===== src/rtl/pipe_hazard_unit.sv =====
// Hazard/forwarding controller: tracks in-flight destinations over PIPE_DEPTH stages and
// drives forward selects, load-use stall and flush bubbles. Optional counters: HAZ_PERF_CNT_EN.
module pipe_hazard_unit #(
    parameter int REG_ADDR_WIDTH = 5,
    parameter int PIPE_DEPTH     = 3,
    parameter int ALU_STAGE      = 1,
    parameter int LOAD_STAGE     = 2,
    parameter int BRANCH_STAGE   = 2,
    parameter int CNT_WIDTH      = 32,
    localparam int STG_W         = $clog2(PIPE_DEPTH + 1)
) (
    input  logic                      i_clk,
    input  logic                      i_rst_n,
    input  logic                      i_id_valid,
    input  logic [REG_ADDR_WIDTH-1:0] i_id_rs,
    input  logic                      i_id_rs_used,
    input  logic [REG_ADDR_WIDTH-1:0] i_id_rt,
    input  logic                      i_id_rt_used,
    input  logic                      i_id_wr_en,
    input  logic [REG_ADDR_WIDTH-1:0] i_id_wr_addr,
    input  logic                      i_id_is_load,
    input  logic                      i_flush,
    output logic                      o_stall,
    output logic                      o_id_issue,
    output logic [STG_W-1:0]          o_fwd_rs_sel,
    output logic [STG_W-1:0]          o_fwd_rt_sel
`ifdef HAZ_PERF_CNT_EN
    ,
    output logic [CNT_WIDTH-1:0]      o_perf_stall_cnt,
    output logic [CNT_WIDTH-1:0]      o_perf_flush_cnt
`endif
);

    logic [PIPE_DEPTH:1]       r_vld;
    logic [PIPE_DEPTH:1]       r_wr_en;
    logic [PIPE_DEPTH:1]       r_ld;
    logic [REG_ADDR_WIDTH-1:0] r_addr [1:PIPE_DEPTH];

    logic [STG_W:0]            w_rs;
    logic [STG_W:0]            w_rt;
    logic                      w_haz;

    // Returns {not_yet_available, stage}; scanning oldest to youngest lets the youngest match win.
    function automatic logic [STG_W:0] lookup(input logic [REG_ADDR_WIDTH-1:0] op, input logic used);
        logic [STG_W:0] res;
        res = '0;
        for (int k = PIPE_DEPTH; k >= 1; k--) begin
            if (used && (op != '0) && r_vld[k] && r_wr_en[k] && (r_addr[k] == op)) begin
                if (k >= (r_ld[k] ? LOAD_STAGE : ALU_STAGE))
                    res = {1'b0, STG_W'(k)};
                else
                    res = {1'b1, {STG_W{1'b0}}};
            end
        end
        return res;
    endfunction

    always_comb begin
        w_rs         = lookup(i_id_rs, i_id_rs_used);
        w_rt         = lookup(i_id_rt, i_id_rt_used);
        w_haz        = i_id_valid & (w_rs[STG_W] | w_rt[STG_W]);
        o_stall      = w_haz & ~i_flush;
        o_id_issue   = i_id_valid & ~w_haz & ~i_flush;
        o_fwd_rs_sel = i_id_valid ? w_rs[STG_W-1:0] : '0;
        o_fwd_rt_sel = i_id_valid ? w_rt[STG_W-1:0] : '0;
    end

    // Control bits: stages younger than the branch stage are squashed while they advance.
    always_ff @(posedge i_clk or negedge i_rst_n) begin
        if (!i_rst_n) begin
            r_vld   <= '0;
            r_wr_en <= '0;
        end else begin
            r_vld[1]   <= o_id_issue;
            r_wr_en[1] <= o_id_issue & i_id_wr_en;
            for (int k = 1; k < PIPE_DEPTH; k++) begin
                r_vld[k+1]   <= (i_flush && (k < BRANCH_STAGE)) ? 1'b0 : r_vld[k];
                r_wr_en[k+1] <= (i_flush && (k < BRANCH_STAGE)) ? 1'b0 : r_wr_en[k];
            end
        end
    end

    always_ff @(posedge i_clk) begin
        r_addr[1] <= i_id_wr_addr;
        r_ld[1]   <= i_id_is_load;
        for (int k = 1; k < PIPE_DEPTH; k++) begin
            r_addr[k+1] <= r_addr[k];
            r_ld[k+1]   <= r_ld[k];
        end
    end

`ifdef HAZ_PERF_CNT_EN
    logic [CNT_WIDTH-1:0] r_stall_cnt;
    logic [CNT_WIDTH-1:0] r_flush_cnt;

    // Saturating event counters, cleared only by reset.
    always_ff @(posedge i_clk or negedge i_rst_n) begin
        if (!i_rst_n) begin
            r_stall_cnt <= '0;
            r_flush_cnt <= '0;
        end else begin
            if (o_stall && !(&r_stall_cnt))
                r_stall_cnt <= r_stall_cnt + CNT_WIDTH'(1);
            if (i_flush && !(&r_flush_cnt))
                r_flush_cnt <= r_flush_cnt + CNT_WIDTH'(1);
        end
    end

    assign o_perf_stall_cnt = r_stall_cnt;
    assign o_perf_flush_cnt = r_flush_cnt;
`endif

endmodule


===== config.mk =====
export PLATFORM = sky130hd
export DESIGN_NAME = pipe_hazard_unit
export DESIGN_NICKNAME = d
export VERILOG_FILES = /design/src/rtl/pipe_hazard_unit.sv
export SDC_FILE = /design/constraint.sdc
export NUM_CORES = 1
export LEC_CHECK = 0
export ABC_AREA = 1
export BUFFER_PORTS_ARGS = -buffer_cell sky130_fd_sc_hd__buf_2
export CORE_MARGIN = 2
export CORE_UTILIZATION = 52
export DETAILED_ROUTE_END_ITERATION = 8
export PLACE_DENSITY = 0.77
export SLEW_MARGIN = 20
export SYNTH_ARGS = -nofsm -noshare
export SYNTH_HDL_FRONTEND = slang
export SYNTH_SLANG_ARGS = --single-unit

===== constraint.sdc =====
create_clock -name i_clk -period 1.6 [get_ports i_clk]
set_input_delay 0.32 -clock i_clk [delete_from_list [all_inputs] [get_ports i_clk]]
set_output_delay 0.32 -clock i_clk [all_outputs]
set_load 0.02 [all_outputs]

# Word-level counts from Yosys, hierarchy flattened
# Memories as Yosys holds them, arrays and structs flattened.
# Index checks and enable logic that the tools add are counted.
dict set report totals {
  reg_bits 9
  mem_bits_rw 15
  output_inout_bits 6
  word_cells 59
  mem_count 1
}
dict set report classes {
  order_cmp 3
  eq_ne 6
  mux 16
  bitwise 8
  n_reduce_logical 22
}
# name words width read_ports rd_clocked_by_memory_dff write_ports line_no
set mem_list {}
lappend mem_list {r_addr 3 5 3 0 3 37} ;# logic [REG_ADDR_WIDTH-1:0] r_addr [1:PIPE_DEPTH];
# op count
set op_table {}
lappend op_table {{$eq A5 B5 Y1} 6}
lappend op_table {{$mux W3} 9}
lappend op_table {{$logic_and A1 B1 Y1} 20}
lappend op_table {{$mux W2} 5}
lappend op_table {{$reduce_bool A5 Y1} 2}
lappend op_table {{$and A1 B1 Y1} 5}
lappend op_table {{$ge A2 B2 Y1 const A} 2}
lappend op_table {{$ge A1 B2 Y1 const A} 1}
lappend op_table {{$mux W1} 2}
lappend op_table {{$not A1 Y1} 2}
lappend op_table {{$or A1 B1 Y1} 1}

# Longest topological paths before layout
# Gate-level depths: netlist of run 1.
dict set report depth {
  ltp_word 14
  depth_mapped 10
  mapped_depth_nobuf 10
}

# Worst setup path after synthesis of run 1
# No wires, ideal clock.
dict set report synth_path {
  path_kind {register -> output}
  from {register r_addr[0][8] (netlist name)}
  to {output port o_stall}
  t_arrival_ps 1199
  path_slack_ps 81
  path_stages_with_launch 7
  cell_sequence {dfxtp_1 > inv_2 > a21oi_1 > nand2_1 > nor2_1 > nand4_1 > a21oi_1}
}
# item line_no
set synth_rtl {}
lappend synth_rtl {{end: declaration} 23} ;# output logic o_stall,

# Final worst setup path of run 1
dict set report layout_path {
  from {register r_wr_en[1] in the netlist's numbering}
  to {output port o_stall}
}
dict set report layout_via {
  elab_chain_cells 6
}
# item line_no
set layout_rtl {}
lappend layout_rtl {{start: declaration} 35} ;# logic [PIPE_DEPTH:1] r_wr_en;
lappend layout_rtl {{start signal: indexed assignment} 78} ;# r_wr_en[k+1] <= (i_flush && (k < BRANCH_STAGE)) ? 1'b0 : r_wr_en[k];
lappend layout_rtl {{$logic_and A1 B1 Y1 (2 in series)} 48} ;# if (used && (op != '0) && r_vld[k] && r_wr_en[k] && (r_addr[k] == op)) begin
lappend layout_rtl {{$mux W3} 48}
lappend layout_rtl {{$or A1 B1 Y1 (*)} 61} ;# w_haz = i_id_valid & (w_rs[STG_W] | w_rt[STG_W]);
lappend layout_rtl {{$and A1 B1 Y1 (*)} 61}
lappend layout_rtl {{$and A1 B1 Y1 (*)} 62} ;# o_stall = w_haz & ~i_flush;
# Mark *: on every way between the ends. The rest lies on a longest branch, timed or not.

==> impl_table.tex, run 1 <==
\begin{tabular}{lr}
\hline
Metric & Value \\
\hline
\multicolumn{2}{l}{\textbf{Clock network}} \\
\quad Clock tree buffer depth & 2 \\
\quad TritonCTS buffer count & 3 \\
\quad Buffer cell driving the clock tree root & sky130\_fd\_sc\_hd\_\_clkbuf\_4 \\
\quad Clock H-tree levels & 1 \\
\quad CTS tree & yes \\
\quad Latest clock arrival within the worst-skew pair & around 0.32 ns \\
\quad Sinks on Clock Net & 22 \\
\quad Post-CTS clock slew at the launch and capture registers of the worst setup and hold paths & 0.12 ns \\
\multicolumn{2}{l}{\textbf{Logic synthesis}} \\
\quad Post-synthesis cell type count & 16 \\
\quad Post-Syn Nets & around 230 \\
\quad Portion of synthesized cell area occupied by the leading cell type & 25.6\% \\
\quad Synthesized area per cell & just under 6 sq um \\
\quad Commonest register cell after synthesis & sky130\_fd\_sc\_hd\_\_dfxtp\_1 \\
\quad Synthesis Warnings & 0 \\
\quad Area of the mapped netlist & 1250 sq um \\
\quad Top cell type by total area after synthesis & sky130\_fd\_sc\_hd\_\_dfxtp\_1 \\
\quad Fraction of the yosys area taken by sequential cells & a little under two fifths \\
\quad Number of synthesized flops with an enable pin & 0 \\
\quad Most common cell in the synthesized netlist & sky130\_fd\_sc\_hd\_\_nand2\_1 \\
\quad Post-synth ARST share & a little over a quarter \\
\quad Synth top area cells & sky130\_fd\_sc\_hd\_\_dfxtp\_1 26\%, sky130\_fd\_sc\_hd\_\_nand2\_1 26\%, sky130\_fd\_sc\_hd\_\_dfrtp\_1 12\% \\
\quad Flip-flop and latch count after synthesis & 22 \\
\quad Synth cell count leaders & 85 x sky130\_fd\_sc\_hd\_\_nand2\_1, 28 x sky130\_fd\_sc\_hd\_\_nor2\_1, 23 x sky130\_fd\_sc\_hd\_\_inv\_1, 16 x sky130\_fd\_sc\_hd\_\_dfxtp\_1, 13 x sky130\_fd\_sc\_hd\_\_nand3\_1 \\
\quad Synthesized instance count & 210 \\
\multicolumn{2}{l}{\textbf{Global route}} \\
\quad Grt met1 use & 30.7\% \\
\quad Overflow left after global routing & 0 \\
\quad Number of global-route vias before repair & 1180 \\
\quad Total global-route track usage & a little under a quarter \\
\quad GR Util met3 & $\sim$3.4\% \\
\quad Routing layer with the top usage in global route & met2 \\
\quad Pin count of the biggest net entering global routing & 13 \\
\quad Global-route wire length before repair & 4750 microns \\
\quad GRT met2 Usage & roughly two fifths \\
\quad Initial antenna violation count & 0 \\
\multicolumn{2}{l}{\textbf{Floorplan}} \\
\quad I/O Pins & 29 \\
\quad Area of the core & 2230 sq um \\
\quad Die outline height & roughly 53 microns \\
\quad Total die area & $\sim$2800 sq um \\
\quad Die width & about 53 microns \\
\quad Num rows & 17 \\
\quad Initial Utilization & 56.0\% \\
\multicolumn{2}{l}{\textbf{Power}} \\
\quad Internal & approximately 0.0008 W \\
\quad Power per cell area & 708 nW/um\^{}2 \\
\quad Leakage power summed over all cells & 0.889 nW \\
\quad Switching part of the total power & roughly 28\% \\
\quad Proportion of power drawn by flip-flops and latches & a little over half \\
\quad Sw power & around 0.00032 W \\
\quad Max VDD drop & around 650 uV \\
\quad Comb power frac & around 17\% \\
\quad Post-layout power & between 0.001 and 0.0015 W \\
\quad Clk network pwr share & between 20 and 30\% \\
\multicolumn{2}{l}{\textbf{Placement}} \\
\quad Cell count after placement & roughly 270 \\
\quad Input/output buffers & 28 \\
\quad Last weighted congestion value of the routability-driven placer & between 0.8 and 0.9 \\
\quad Half-perimeter wire length of the detailed placement result & around 2400 microns \\
\multicolumn{2}{l}{\textbf{Routing}} \\
\quad First-pass DRT Iterations & 4 \\
\quad DRT Wirelength & $\sim$3000 microns \\
\quad First DRT Iteration DRCs & 62 \\
\quad Antenna-violating nets left & 0 \\
\quad Overall via count from detail\_route & around 1400 \\
\quad Wire length per cell after detailed routing & between 10 and 15 microns \\
\quad Vias per cell & around 4.9 \\
\quad Remaining DRCs & 0 \\
\multicolumn{2}{l}{\textbf{Finish}} \\
\quad Area overhead of the layout relative to synthesis & 25.3\% \\
\quad Fin cells & 275 \\
\quad Area used by multi-input combinational logic & 674 sq um \\
\quad Fill cell count & roughly 200 \\
\quad Final-stage net count & between 200 and 300 \\
\quad Area taken by flip-flops and latches & 489 sq um \\
\quad Fraction of layout cells with a size suffix above 1 & 31.2\% \\
\quad Diode count & 0 \\
\multicolumn{2}{l}{\textbf{Timing}} \\
\quad Maximum clock skew at final layout & about 0.0093 ns \\
\quad Highest Clock Rate & between 0.5 and 0.6 GHz \\
\quad Max-slew headroom & approximately 81\% \\
\quad Final Cycle Share & 119\% \\
\quad Unrepaired setup endpoints after global routing & true \\
\quad Slew at the pin with the worst max-slew slack & roughly 0.29 ns \\
\quad Hold violation total from the final report & 0 \\
\quad Endpoints failing setup & 6 \\
\quad Number of pins exceeding their max-slew limit in the final report & 0 \\
\quad PnR worst setup slack & -0.301 ns \\
\quad Final-layout worst hold slack & 0.0878 ns \\
\quad Shortest period the worst path allows & 1.90 ns \\
\multicolumn{2}{l}{\textbf{Critical path}} \\
\quad Path type of the worst setup path & flop to output pin \\
\quad Depth of the most critical reg-to-reg path & 8 \\
\quad Critical path endpoint category & output pin \\
\quad Required time worst endpoint & around 1.3 ns \\
\quad Type of element launching the critical path & flop \\
\quad Crit Path Max Fanout & 3 \\
\quad CP arrival & 1.58 ns \\
\multicolumn{2}{l}{\textbf{Worst hold path}} \\
\quad Hold-critical path depth & 1 \\
\quad Hold Crit Class & primary input to flop \\
\multicolumn{2}{l}{\textbf{Status}} \\
\quad Violations in the final reports & setup timing \\
\quad Run status & finished, violations left \\
\multicolumn{2}{l}{\textbf{Run}} \\
\quad Max cap viols & 0 \\
\hline
\end{tabular}
==> routing by layer <==
metal  part of all wire [%]  vias to the layer above  wire (microns)
met5                      0                        -               0
met4                    1.9                        0              55
li1                       -                      709               -
met1                     45                      582            1340
met2                     46                       54            1360
met3                    7.3                        7             216
==> metrics by stage <==
step	setup slack, ns	util (%)	cell area (sq um)	setup TNS [ns]
2_1_floorplan	0.0806	-	1250	0
3_3_place_gp	-0.0676	64.1	1430	-0.180
3_5_place_dp	-0.0590	64.1	1430	-0.167
4_1_cts	-0.288	68.6	1530	-1.50
5_1_grt	-0.420	70.1	1570	-2.23
6_report	-0.301	70.1	1570	-1.57
==> flip-flops by register name, indices dropped and copies added, names as in the netlist <==
register	flops
r_wr_en	3
r_ld	1
r_vld	3
r_addr	15
==> power by group through the flow <==
stage	Combinational (W)	Sequential (W)	Clock, W
floorplan	0.000110	0.000606	0
global placement	0.000178	0.000613	0
detailed placement	0.000178	0.000613	0
CTS	0.000189	0.000603	0.000311
global route	0.000217	0.000609	0.000337
finish	0.000192	0.000605	0.000312
==> logic make-up after synthesis <==
logic type / count (synthesis) / synth area share, %
buffers and inverters: 35 / 10.5
AND/OR/NAND/NOR: 139 / 45.6
XOR/XNOR: 2 / 1.40
flip-flops: 22 / 37.6
AO/OA/AOI/OAI: 12 / 4.80
==> placed cells by master (no fill, tap or decap) <==
cell,Yosys,final
sky130_fd_sc_hd__and3_1,1,1
sky130_fd_sc_hd__xnor2_1,2,2
sky130_fd_sc_hd__buf_6,0,2
sky130_fd_sc_hd__nand2_2,1,2
sky130_fd_sc_hd__dfxtp_1,16,3
sky130_fd_sc_hd__buf_4,0,7
sky130_fd_sc_hd__dlygate4sd3_1,0,1
sky130_fd_sc_hd__a21oi_1,8,7
sky130_fd_sc_hd__buf_2,0,23
sky130_fd_sc_hd__and2_1,1,1
sky130_fd_sc_hd__o21ai_1,2,3
sky130_fd_sc_hd__dfxtp_4,0,1
sky130_fd_sc_hd__clkbuf_8,0,1
sky130_fd_sc_hd__inv_1,23,21
sky130_fd_sc_hd__dfrtp_1,6,6
sky130_fd_sc_hd__clkbuf_4,0,3
sky130_fd_sc_hd__nand4_1,5,5
sky130_fd_sc_hd__inv_2,12,14
sky130_fd_sc_hd__o21ai_0,2,1
sky130_fd_sc_hd__nor2_1,28,24
sky130_fd_sc_hd__nand3_2,0,2
sky130_fd_sc_hd__nand3_1,13,11
sky130_fd_sc_hd__nor2_2,5,9
sky130_fd_sc_hd__a21oi_2,0,1
sky130_fd_sc_hd__nand2_1,85,84
sky130_fd_sc_hd__dfxtp_2,0,12
==> layout make-up <==
| type | instances | share of cell area (%) |
|---|---|---|
| Sequential cell | 22 | 31.2 |
| Tap cell | 28 | 2.24 |
| Multi-Input combinational cell | 153 | 43.1 |
| Timing Repair Buffer | 33 | 12.8 |
| Clock buffer | 4 | 2.32 |
| Inverter | 35 | 8.39 |
==> worst max-delay path, stage by stage (launching register included) <==
cell                      delay, ns
sky130_fd_sc_hd__dfrtp_1       0.39
sky130_fd_sc_hd__nand2_2       0.09
sky130_fd_sc_hd__a21oi_1       0.12
sky130_fd_sc_hd__nand2_1       0.10
sky130_fd_sc_hd__nor2_2        0.12
sky130_fd_sc_hd__nand4_1       0.12
sky130_fd_sc_hd__a21oi_1       0.17
sky130_fd_sc_hd__buf_4         0.15
==> worst paths after layout <==
| path | startpoint | endpoint | slack (ns) |
|---|---|---|---|
| worst max register to register | r_wr_en[1]$_DFF_PN0_ | r_wr_en[1]$_DFF_PN0_ | 0.33 |
| worst min-delay path | i_id_is_load | r_ld[1]$_DFF_P_ | 0.09 |
| min in group asynchronous | i_rst_n | r_vld[1]$_DFF_PN0_ | 0.33 |
| max in group asynchronous | i_rst_n | r_vld[3]$_DFF_PN0_ | 1.14 |
| worst min register to register | r_addr[0][14]$_DFF_P_ | r_addr[0][19]$_DFF_P_ | 0.37 |
| worst max-delay path | r_wr_en[1]$_DFF_PN0_ | o_stall | -0.30 |
==> repair_timing <==
item | 4_1_cts | 5_1_grt
hold buffers | 1 | 0
hold endpoints to repair | 6 | 0
setup buffers | 2 | 1
pin swaps | 4 | 5
setup endpoints to repair | 6 | 6
resized for setup | 16 | 16
No activity file was read; power rests on OpenSTA's default activity.
==> run 2: changes to the inputs <==
Settings changed: CORE_UTILIZATION 52 to 55, PLACE_DENSITY 0.77 to 0.81.
Clock period 1.6 ns to 2.2 ns, I/O delays scaled along.
==> impl_table.tex, run 2 (synthesized netlist as in run 1, its figures left out) <==
\begin{tabular}{lr}
\hline
Metric & Value \\
\hline
\multicolumn{2}{l}{\textbf{Timing}} \\
\quad Maximum clock skew at final layout & 0.00149 ns (-0.00778 ns) \\
\quad Final-layout setup total negative slack & 0 ns (+1.57 ns) \\
\quad Shortest period the worst path allows & 2.03 ns \\
\quad Number of pins exceeding their max-slew limit in the final report & 0 (unchanged) \\
\quad Final-layout worst hold slack & 0.219 ns (+0.131 ns) \\
\quad Hold violation total from the final report & 0 (unchanged) \\
\quad Highest Clock Rate & between 0.4 and 0.5 GHz \\
\quad Unrepaired setup endpoints after global routing & false \\
\quad Final Cycle Share & 92.3\% \\
\quad Max-slew headroom & 85.4\% (+4.8 points) \\
\quad Endpoints failing setup & 0 (-6) \\
\quad Slew at the pin with the worst max-slew slack & 0.217 ns (-0.0700 ns) \\
\multicolumn{2}{l}{\textbf{Critical path}} \\
\quad Worst R2R Setup Slack & 1.05 ns (+0.72 ns) \\
\quad Critical Path, Cell by Cell & inv\_1 > nand2\_1 > nand2\_1 > nor2\_1 > nand2\_1 > nor2\_2 > nand3\_1 > nand2\_1 > inv\_1 > nor2\_2 > buf\_2 \\
\quad Worst Path Buf+Inv & 3 (+2) \\
\quad RR Endpoint & r\_wr\_en[1]\$\_DFF\_PN0\_ \\
\quad Cell class contributing the biggest share of worst-path delay & simple AND/OR/NAND/NOR gates \\
\quad CP arrival & 1.59 ns (about the same) \\
\quad Critical path endpoint category & output pin \\
\quad Type of element launching the critical path & flop \\
\quad Critical R2R Launch & r\_wr\_en[1]\$\_DFF\_PN0\_ \\
\quad Depth of the most critical reg-to-reg path & 7 (-1) \\
\quad Required time worst endpoint & 1.76 ns (+0.48 ns) \\
\quad Crit Path Max Fanout & 3 (unchanged) \\
\quad Path type of the worst setup path & flop to output pin \\
\quad Max incr delay on CP & 0.37 ns (-0.02 ns) \\
\quad CP max stage cell & sky130\_fd\_sc\_hd\_\_dfxtp\_1 \\
\quad Crit-path most repeated cell & sky130\_fd\_sc\_hd\_\_nand2\_1 \\
\multicolumn{2}{l}{\textbf{Floorplan}} \\
\quad Die width & 51.7 microns (-2.6\%) \\
\quad I/O Pins & 29 (unchanged) \\
\quad Initial Utilization & 57.6\% (+1.6 points) \\
\quad Die outline height & 51.7 microns (-2.6\%) \\
\quad Total die area & 2670 sq um (-5.1\%) \\
\quad Area of the core & 2170 sq um (-2.9\%) \\
\quad Num rows & 17 (unchanged) \\
\multicolumn{2}{l}{\textbf{Routing}} \\
\quad Overall via count from detail\_route & 1324 (-2.1\%) \\
\quad First DRT Iteration DRCs & 31 (-50\%) \\
\quad Routed met3 length & 176 microns (-19\%) \\
\quad Met2 WL post-DR & 1370 microns (+0.44\%) \\
\quad Max layer used & met4 \\
\quad First-pass DRT Iterations & 4 (unchanged) \\
\quad DRT Wirelength & 2870 microns (-3.4\%) \\
\quad Remaining DRCs & 0 (unchanged) \\
\quad Length of routed wiring on met1 & 1260 microns (-5.8\%) \\
\quad Wire length per cell after detailed routing & 10.6 microns (-2.0\%) \\
\quad Vias per cell & 4.89 (-0.63\%) \\
\quad Antenna-violating nets left & 0 (unchanged) \\
\multicolumn{2}{l}{\textbf{Clock network}} \\
\quad Latest clock arrival within the worst-skew pair & 0.31 ns (about the same) \\
\quad Post-CTS clock slew at the launch and capture registers of the worst setup and hold paths & 0.12 ns (about the same) \\
\quad Buffer cell driving the clock tree root & sky130\_fd\_sc\_hd\_\_clkbuf\_4 \\
\quad CTS tree & yes \\
\quad TritonCTS buffer count & 3 (unchanged) \\
\quad Clock tree buffer depth & 2 (unchanged) \\
\quad Clock H-tree levels & 1 (unchanged) \\
\quad Sinks on Clock Net & 22 (unchanged) \\
\multicolumn{2}{l}{\textbf{Placement}} \\
\quad Placement-stage cell area & 1430 sq um (-0.52\%) \\
\quad Input/output buffers & 28 (unchanged) \\
\quad Half-perimeter wire length of the detailed placement result & 2380 microns (+1.1\%) \\
\quad Last weighted congestion value of the routability-driven placer & 0.972 (+8.2\%) \\
\multicolumn{2}{l}{\textbf{Worst hold path}} \\
\quad Start point of the worst hold path & i\_id\_wr\_addr[4] \\
\quad Hold-critical path depth & 1 (unchanged) \\
\quad Hold Crit Class & primary input to flop \\
\quad Worst min-delay path endpoint & r\_addr[0][9]\$\_DFF\_P\_ \\
\multicolumn{2}{l}{\textbf{Finish}} \\
\quad Largest regs & r\_addr (15), r\_vld (3), r\_wr\_en (3) \\
\quad Largest reg by FF count & r\_addr \\
\quad Fraction of layout cells with a size suffix above 1 & 22.2\% (-9.0 points) \\
\quad Final-stage net count & 267 (-1.5\%) \\
\quad Most common library cell in the layout ignoring fill and taps & sky130\_fd\_sc\_hd\_\_nand2\_1 \\
\quad Largest register FFs & 15 (unchanged) \\
\quad Top library cells by usage in the layout, fill and taps aside & 85 x sky130\_fd\_sc\_hd\_\_nand2\_1, 28 x sky130\_fd\_sc\_hd\_\_buf\_2, 27 x sky130\_fd\_sc\_hd\_\_nor2\_1, 23 x sky130\_fd\_sc\_hd\_\_inv\_1 \\
\quad Area overhead of the layout relative to synthesis & 19.5\% \\
\quad Diode count & 0 (unchanged) \\
\quad Non-Filler Cell Area, Final & 1490 sq um (-4.6\%) \\
\multicolumn{2}{l}{\textbf{Global route}} \\
\quad Initial antenna violation count & 0 (unchanged) \\
\quad Global-route wire length before repair & 4850 microns (+2.0\%) \\
\quad Overflow left after global routing & 0 (unchanged) \\
\quad Total global-route track usage & 24.4\% (+0.43 points) \\
\quad Number of global-route vias before repair & 1206 (+2.2\%) \\
\quad Pin count of the biggest net entering global routing & 14 (+1) \\
\multicolumn{2}{l}{\textbf{Power}} \\
\quad Power per cell area & 587 nW/um\^{}2 (-17\%) \\
\quad Max VDD drop & 410 uV (-37\%) \\
\quad Leakage power summed over all cells & 0.874 nW (-1.6\%) \\
\multicolumn{2}{l}{\textbf{Run}} \\
\quad Max cap viols & 0 (unchanged) \\
\multicolumn{2}{l}{\textbf{Status}} \\
\quad Run status & complete, no violations \\
\hline
\end{tabular}
run 2: cell count changes in the layout (fill, tap and decap cells not counted), sizes merged:
cell	delta
buf	-4
bufinv	+1
clkbuf	-1
run 2: how the worst max path moves through the flow:
stage / cells after the start / startpoint / end
after global routing: 9 / r_addr[0][7]$_DFF_P_ / o_fwd_rt_sel[0]
after detailed placement: 12 / i_id_rt[1] / o_fwd_rt_sel[0]
after CTS: 7 / r_addr[0][8]$_DFF_P_ / o_stall
after floorplan: 5 / i_id_rs[4] / o_stall
after global placement: 12 / i_id_rt[1] / o_fwd_rt_sel[0]
final: 11 / r_addr[0][16]$_DFF_P_ / o_fwd_rt_sel[0]
run 2: stage by stage:
| step | cells | total power [W] | util [%] | setup WS (ns) |
|---|---|---|---|---|
| finish | 271 | 0.000877 | 68.9 | 0.169 |
| global placement | 266 | 0.000574 | 65.7 | 0.279 |
| CTS | 271 | 0.000881 | 68.6 | 0.118 |
| detailed placement | 266 | 0.000575 | 65.7 | 0.271 |
| global route | 271 | 0.000924 | 68.9 | 0.000306 |
| floorplan | 210 | 0.000521 | - | 0.508 |
run 2: worst register-to-register path: stages (launching register included):
cell                      delay [ns]
sky130_fd_sc_hd__dfrtp_1        0.37
sky130_fd_sc_hd__nand2_1        0.09
sky130_fd_sc_hd__a21oi_1        0.12
sky130_fd_sc_hd__nand2_1        0.10
sky130_fd_sc_hd__nor2_1         0.09
sky130_fd_sc_hd__nand4_1        0.09
sky130_fd_sc_hd__nand3_1        0.12
sky130_fd_sc_hd__nor2_1         0.05
run 2: repair_timing:
item                                   CTS  global route
setup buffers                            0             0
resized for setup                        0             4
endpoints found under the hold margin    6             0
setup endpoints to repair                0             3
hold buffers                             1             0
run 2: power by group:
part | leakage [nW] | switching [W] | internal, W
Combinational | 0.631 | 0.0000816 | 0.0000502
Sequential | 0.216 | 0.0000180 | 0.000420
Clock | 0.0279 | 0.000123 | 0.000184
Total | 0.874 | 0.000222 | 0.000655
run 2: cell type report:
type | count | area (sq um)
clock inverters | 1 | 30.0
fillers | 221 | 676
well taps | 28 | 35.0
clock buffers | 3 | 22.5
flip-flops and latches | 22 | 474
multi-input cells | 153 | 651
repair buffers | 29 | 150
inverters | 35 | 131
run 2: metal layers:
metal | global-route usage [%] | vias up
li1 | - | 700
met1 | 29.6 | 577
met2 | 42.1 | 38
met3 | 4.89 | 9
met4 | 10.1 | 0
met5 | 0 | -
==> run 3: changes to the inputs <==
Settings changed: CORE_UTILIZATION 55 to 52, PLACE_DENSITY 0.81 to 0.77.
Clock period 2.2 ns to 2.07 ns, I/O delays scaled along.
==> impl_table.tex, run 3 (synthesized netlist as in run 1, its figures left out) <==
\begin{tabular}{lr}
\hline
Metric & Value \\
\hline
\multicolumn{2}{l}{\textbf{Routing}} \\
\quad Remaining DRCs & 0 (unchanged) \\
\quad Antenna-violating nets left & 0 (unchanged) \\
\quad First-pass DRT Iterations & 4 (unchanged) \\
\quad First DRT Iteration DRCs & 79 (+150\%) \\
\quad Vias per cell & 5.04 (+3.1\%) \\
\quad DRT Wirelength & 3050 microns (+6.2\%) \\
\quad Overall via count from detail\_route & 1375 (+3.9\%) \\
\quad Wire length per cell after detailed routing & 11.2 microns (+5.4\%) \\
\multicolumn{2}{l}{\textbf{Clock network}} \\
\quad Clock tree buffer depth & 2 (unchanged) \\
\quad Post-CTS clock slew at the launch and capture registers of the worst setup and hold paths & 0.11 ns (about the same) \\
\quad Latest clock arrival within the worst-skew pair & 0.31 ns (about the same) \\
\quad Sinks on Clock Net & 22 (unchanged) \\
\quad CTS tree & yes \\
\quad TritonCTS buffer count & 3 (unchanged) \\
\quad Buffer cell driving the clock tree root & sky130\_fd\_sc\_hd\_\_clkbuf\_4 \\
\quad Clock H-tree levels & 1 (unchanged) \\
\multicolumn{2}{l}{\textbf{Finish}} \\
\quad Top library cells by usage in the layout, fill and taps aside & 83 x sky130\_fd\_sc\_hd\_\_nand2\_1, 26 x sky130\_fd\_sc\_hd\_\_nor2\_1, 23 x sky130\_fd\_sc\_hd\_\_buf\_2, 21 x sky130\_fd\_sc\_hd\_\_inv\_1, 14 x sky130\_fd\_sc\_hd\_\_inv\_2 \\
\quad Final-stage net count & 269 (+0.75\%) \\
\quad Area taken by flip-flops and latches & 490 sq um (+3.4\%) \\
\quad Most common library cell in the layout ignoring fill and taps & sky130\_fd\_sc\_hd\_\_nand2\_1 \\
\quad Diode count & 0 (unchanged) \\
\quad Area used by multi-input combinational logic & 681 sq um (+4.6\%) \\
\quad Largest reg by FF count & r\_addr \\
\quad Area overhead of the layout relative to synthesis & 24.7\% \\
\quad Fraction of layout cells with a size suffix above 1 & 30.2\% (+8.0 points) \\
\quad Fin cells & 273 (+0.74\%) \\
\quad Largest register FFs & 15 (unchanged) \\
\quad Fill cell count & 201 (-9.0\%) \\
\quad Largest regs & r\_addr (15), r\_vld (3), r\_wr\_en (3) \\
\multicolumn{2}{l}{\textbf{Placement}} \\
\quad Input/output buffers & 28 (unchanged) \\
\quad Last weighted congestion value of the routability-driven placer & 0.913 (-6.1\%) \\
\quad Pre-CTS WS & 0.208 ns (-0.0629 ns) \\
\quad Half-perimeter wire length of the detailed placement result & 2390 microns (+0.19\%) \\
\quad Cell count after placement & 266 (unchanged) \\
\multicolumn{2}{l}{\textbf{Timing}} \\
\quad Slew at the pin with the worst max-slew slack & 0.252 ns (+0.0349 ns) \\
\quad Maximum clock skew at final layout & 0.000512 ns (-0.000976 ns) \\
\quad Hold violation total from the final report & 0 (unchanged) \\
\quad Shortest period the worst path allows & 2.02 ns \\
\quad Endpoints failing setup & 0 (unchanged) \\
\quad Max-slew headroom & 83.0\% (-2.4 points) \\
\quad Unrepaired setup endpoints after global routing & true \\
\quad Final Cycle Share & between 90\% and 100\% \\
\quad Highest Clock Rate & roughly 0.5 GHz \\
\quad Number of pins exceeding their max-slew limit in the final report & 0 (unchanged) \\
\quad PnR worst setup slack & 0.0513 ns (-0.118 ns) \\
\multicolumn{2}{l}{\textbf{Floorplan}} \\
\quad Area of the core & 2230 sq um (+2.9\%) \\
\quad Die width & 53.0 microns (+2.6\%) \\
\quad Die outline height & 53.0 microns (+2.6\%) \\
\quad I/O Pins & 29 (unchanged) \\
\quad Initial Utilization & 56.0\% (-1.6 points) \\
\quad Num rows & 17 (unchanged) \\
\quad Total die area & 2810 sq um (+5.3\%) \\
\multicolumn{2}{l}{\textbf{Critical path}} \\
\quad CP max stage cell & sky130\_fd\_sc\_hd\_\_dfrtp\_1 \\
\quad Type of element launching the critical path & flop \\
\quad Critical Path, Cell by Cell & nand2\_1 > inv\_1 > buf\_4 > nand2\_1 > nor2\_1 > nand3\_1 > nor2\_1 > a21oi\_1 > nor2\_1 > buf\_4 \\
\quad Depth of the most critical reg-to-reg path & 7 (unchanged) \\
\quad Crit-path most repeated cell & sky130\_fd\_sc\_hd\_\_nor2\_1 \\
\quad Cell class contributing the biggest share of worst-path delay & simple AND/OR/NAND/NOR gates \\
\quad Critical path endpoint category & output pin \\
\quad RR Endpoint & r\_wr\_en[1]\$\_DFF\_PN0\_ \\
\quad Worst R2R Setup Slack & 0.89 ns (-0.16 ns) \\
\quad Max incr delay on CP & 0.37 ns (about the same) \\
\quad Path type of the worst setup path & flop to output pin \\
\quad Critical R2R Launch & r\_wr\_en[1]\$\_DFF\_PN0\_ \\
\quad CP arrival & 1.60 ns (about the same) \\
\quad Crit Path Max Fanout & 2 (-1) \\
\quad Worst Path Buf+Inv & 3 (unchanged) \\
\quad Required time worst endpoint & 1.66 ns (-0.10 ns) \\
\multicolumn{2}{l}{\textbf{Power}} \\
\quad Max VDD drop & 461 uV (+12\%) \\
\quad Leakage power summed over all cells & 0.880 nW (+0.61\%) \\
\quad Power per cell area & 545 nW/um\^{}2 (-7.2\%) \\
\multicolumn{2}{l}{\textbf{Global route}} \\
\quad Overflow left after global routing & 0 (unchanged) \\
\quad Initial antenna violation count & 0 (unchanged) \\
\quad Total global-route track usage & 23.6\% (-0.86 points) \\
\quad Number of global-route vias before repair & 1140 (-5.5\%) \\
\quad Pin count of the biggest net entering global routing & 13 (-1) \\
\quad Global-route wire length before repair & 4680 microns (-3.5\%) \\
\multicolumn{2}{l}{\textbf{Run}} \\
\quad Max cap viols & 0 (unchanged) \\
\multicolumn{2}{l}{\textbf{Status}} \\
\quad Run status & complete, no violations \\
\multicolumn{2}{l}{\textbf{Worst hold path}} \\
\quad Hold-critical path depth & 1 (unchanged) \\
\quad Hold Crit Class & primary input to flop \\
\quad Start point of the worst hold path & i\_id\_wr\_addr[4] \\
\quad Worst min-delay path endpoint & r\_addr[0][9]\$\_DFF\_P\_ \\
\hline
\end{tabular}
-- run 3: cell count changes in the layout (fill, tap and decap cells not counted), moves of 5 or more --
cell and change:
sky130_fd_sc_hd__dfxtp_2 +7, sky130_fd_sc_hd__buf_4 +5, sky130_fd_sc_hd__buf_2 -5, sky130_fd_sc_hd__dfxtp_1 -9
-- run 3: final cells by class --
cell class	count	share of cell area, %
flip-flops and latches	22	31.5
well taps	28	2.25
multi-input cells	153	43.7
repair buffers	31	11.9
clock buffers	4	2.33
inverters	35	8.43
-- run 3: power breakdown --
part	switching [W]	leakage, nW	total, W	internal [W]
Sequential	0.0000197	0.216	0.000467	0.000447
Combinational	0.0000916	0.642	0.000147	0.0000555
Clock	0.000128	0.0210	0.000236	0.000108
Total	0.000239	0.880	0.000850	0.000610
-- run 3: worst max-delay path by stage --
stage	from	to	slack, ns	cells after the start
floorplan	i_id_rs[4]	o_stall	0.43	5
global placement	i_id_rs[0]	o_fwd_rs_sel[0]	0.20	12
detailed placement	i_id_rs[4]	o_stall	0.21	7
CTS	r_vld[1]$_DFF_PN0_	o_stall	0.009	7
global route	r_vld[2]$_DFF_PN0_	o_fwd_rs_sel[1]	-0.07	9
finish	r_vld[2]$_DFF_PN0_	o_fwd_rt_sel[1]	0.05	10
-- run 3: per-layer routing --
layer | wire length [microns] | GRT usage (%)
met1 | 1290 | 29.8
met4 | 57 | 8.97
met3 | 255 | 3.39
met5 | 0 | 0
met2 | 1440 | 40.2
-- run 3: timing repair --
| item | 4_1_cts | 5_1_grt |
|---|---|---|
| hold buffers | 1 | 0 |
| setup buffers | 0 | 2 |
| setup endpoints to repair | 1 | 5 |
| endpoints found under the hold margin | 6 | 0 |
| gates resized for setup | 1 | 32 |
| pin swaps | 0 | 9 |
-- run 3: through the flow --
stage / hold slack [ns] / util (%) / cell area (sq um) / power [W] / TNS [ns]
detailed placement: 0.239 / 63.8 / 1430 / 0.000610 / 0
floorplan: 0.118 / - / 1250 / 0.000554 / 0
global route: 0.172 / 69.8 / 1560 / 0.000897 / -0.187
finish: 0.191 / 69.8 / 1560 / 0.000850 / 0
CTS: 0.183 / 65.9 / 1470 / 0.000846 / 0
global placement: 0.239 / 63.8 / 1430 / 0.000610 / 0
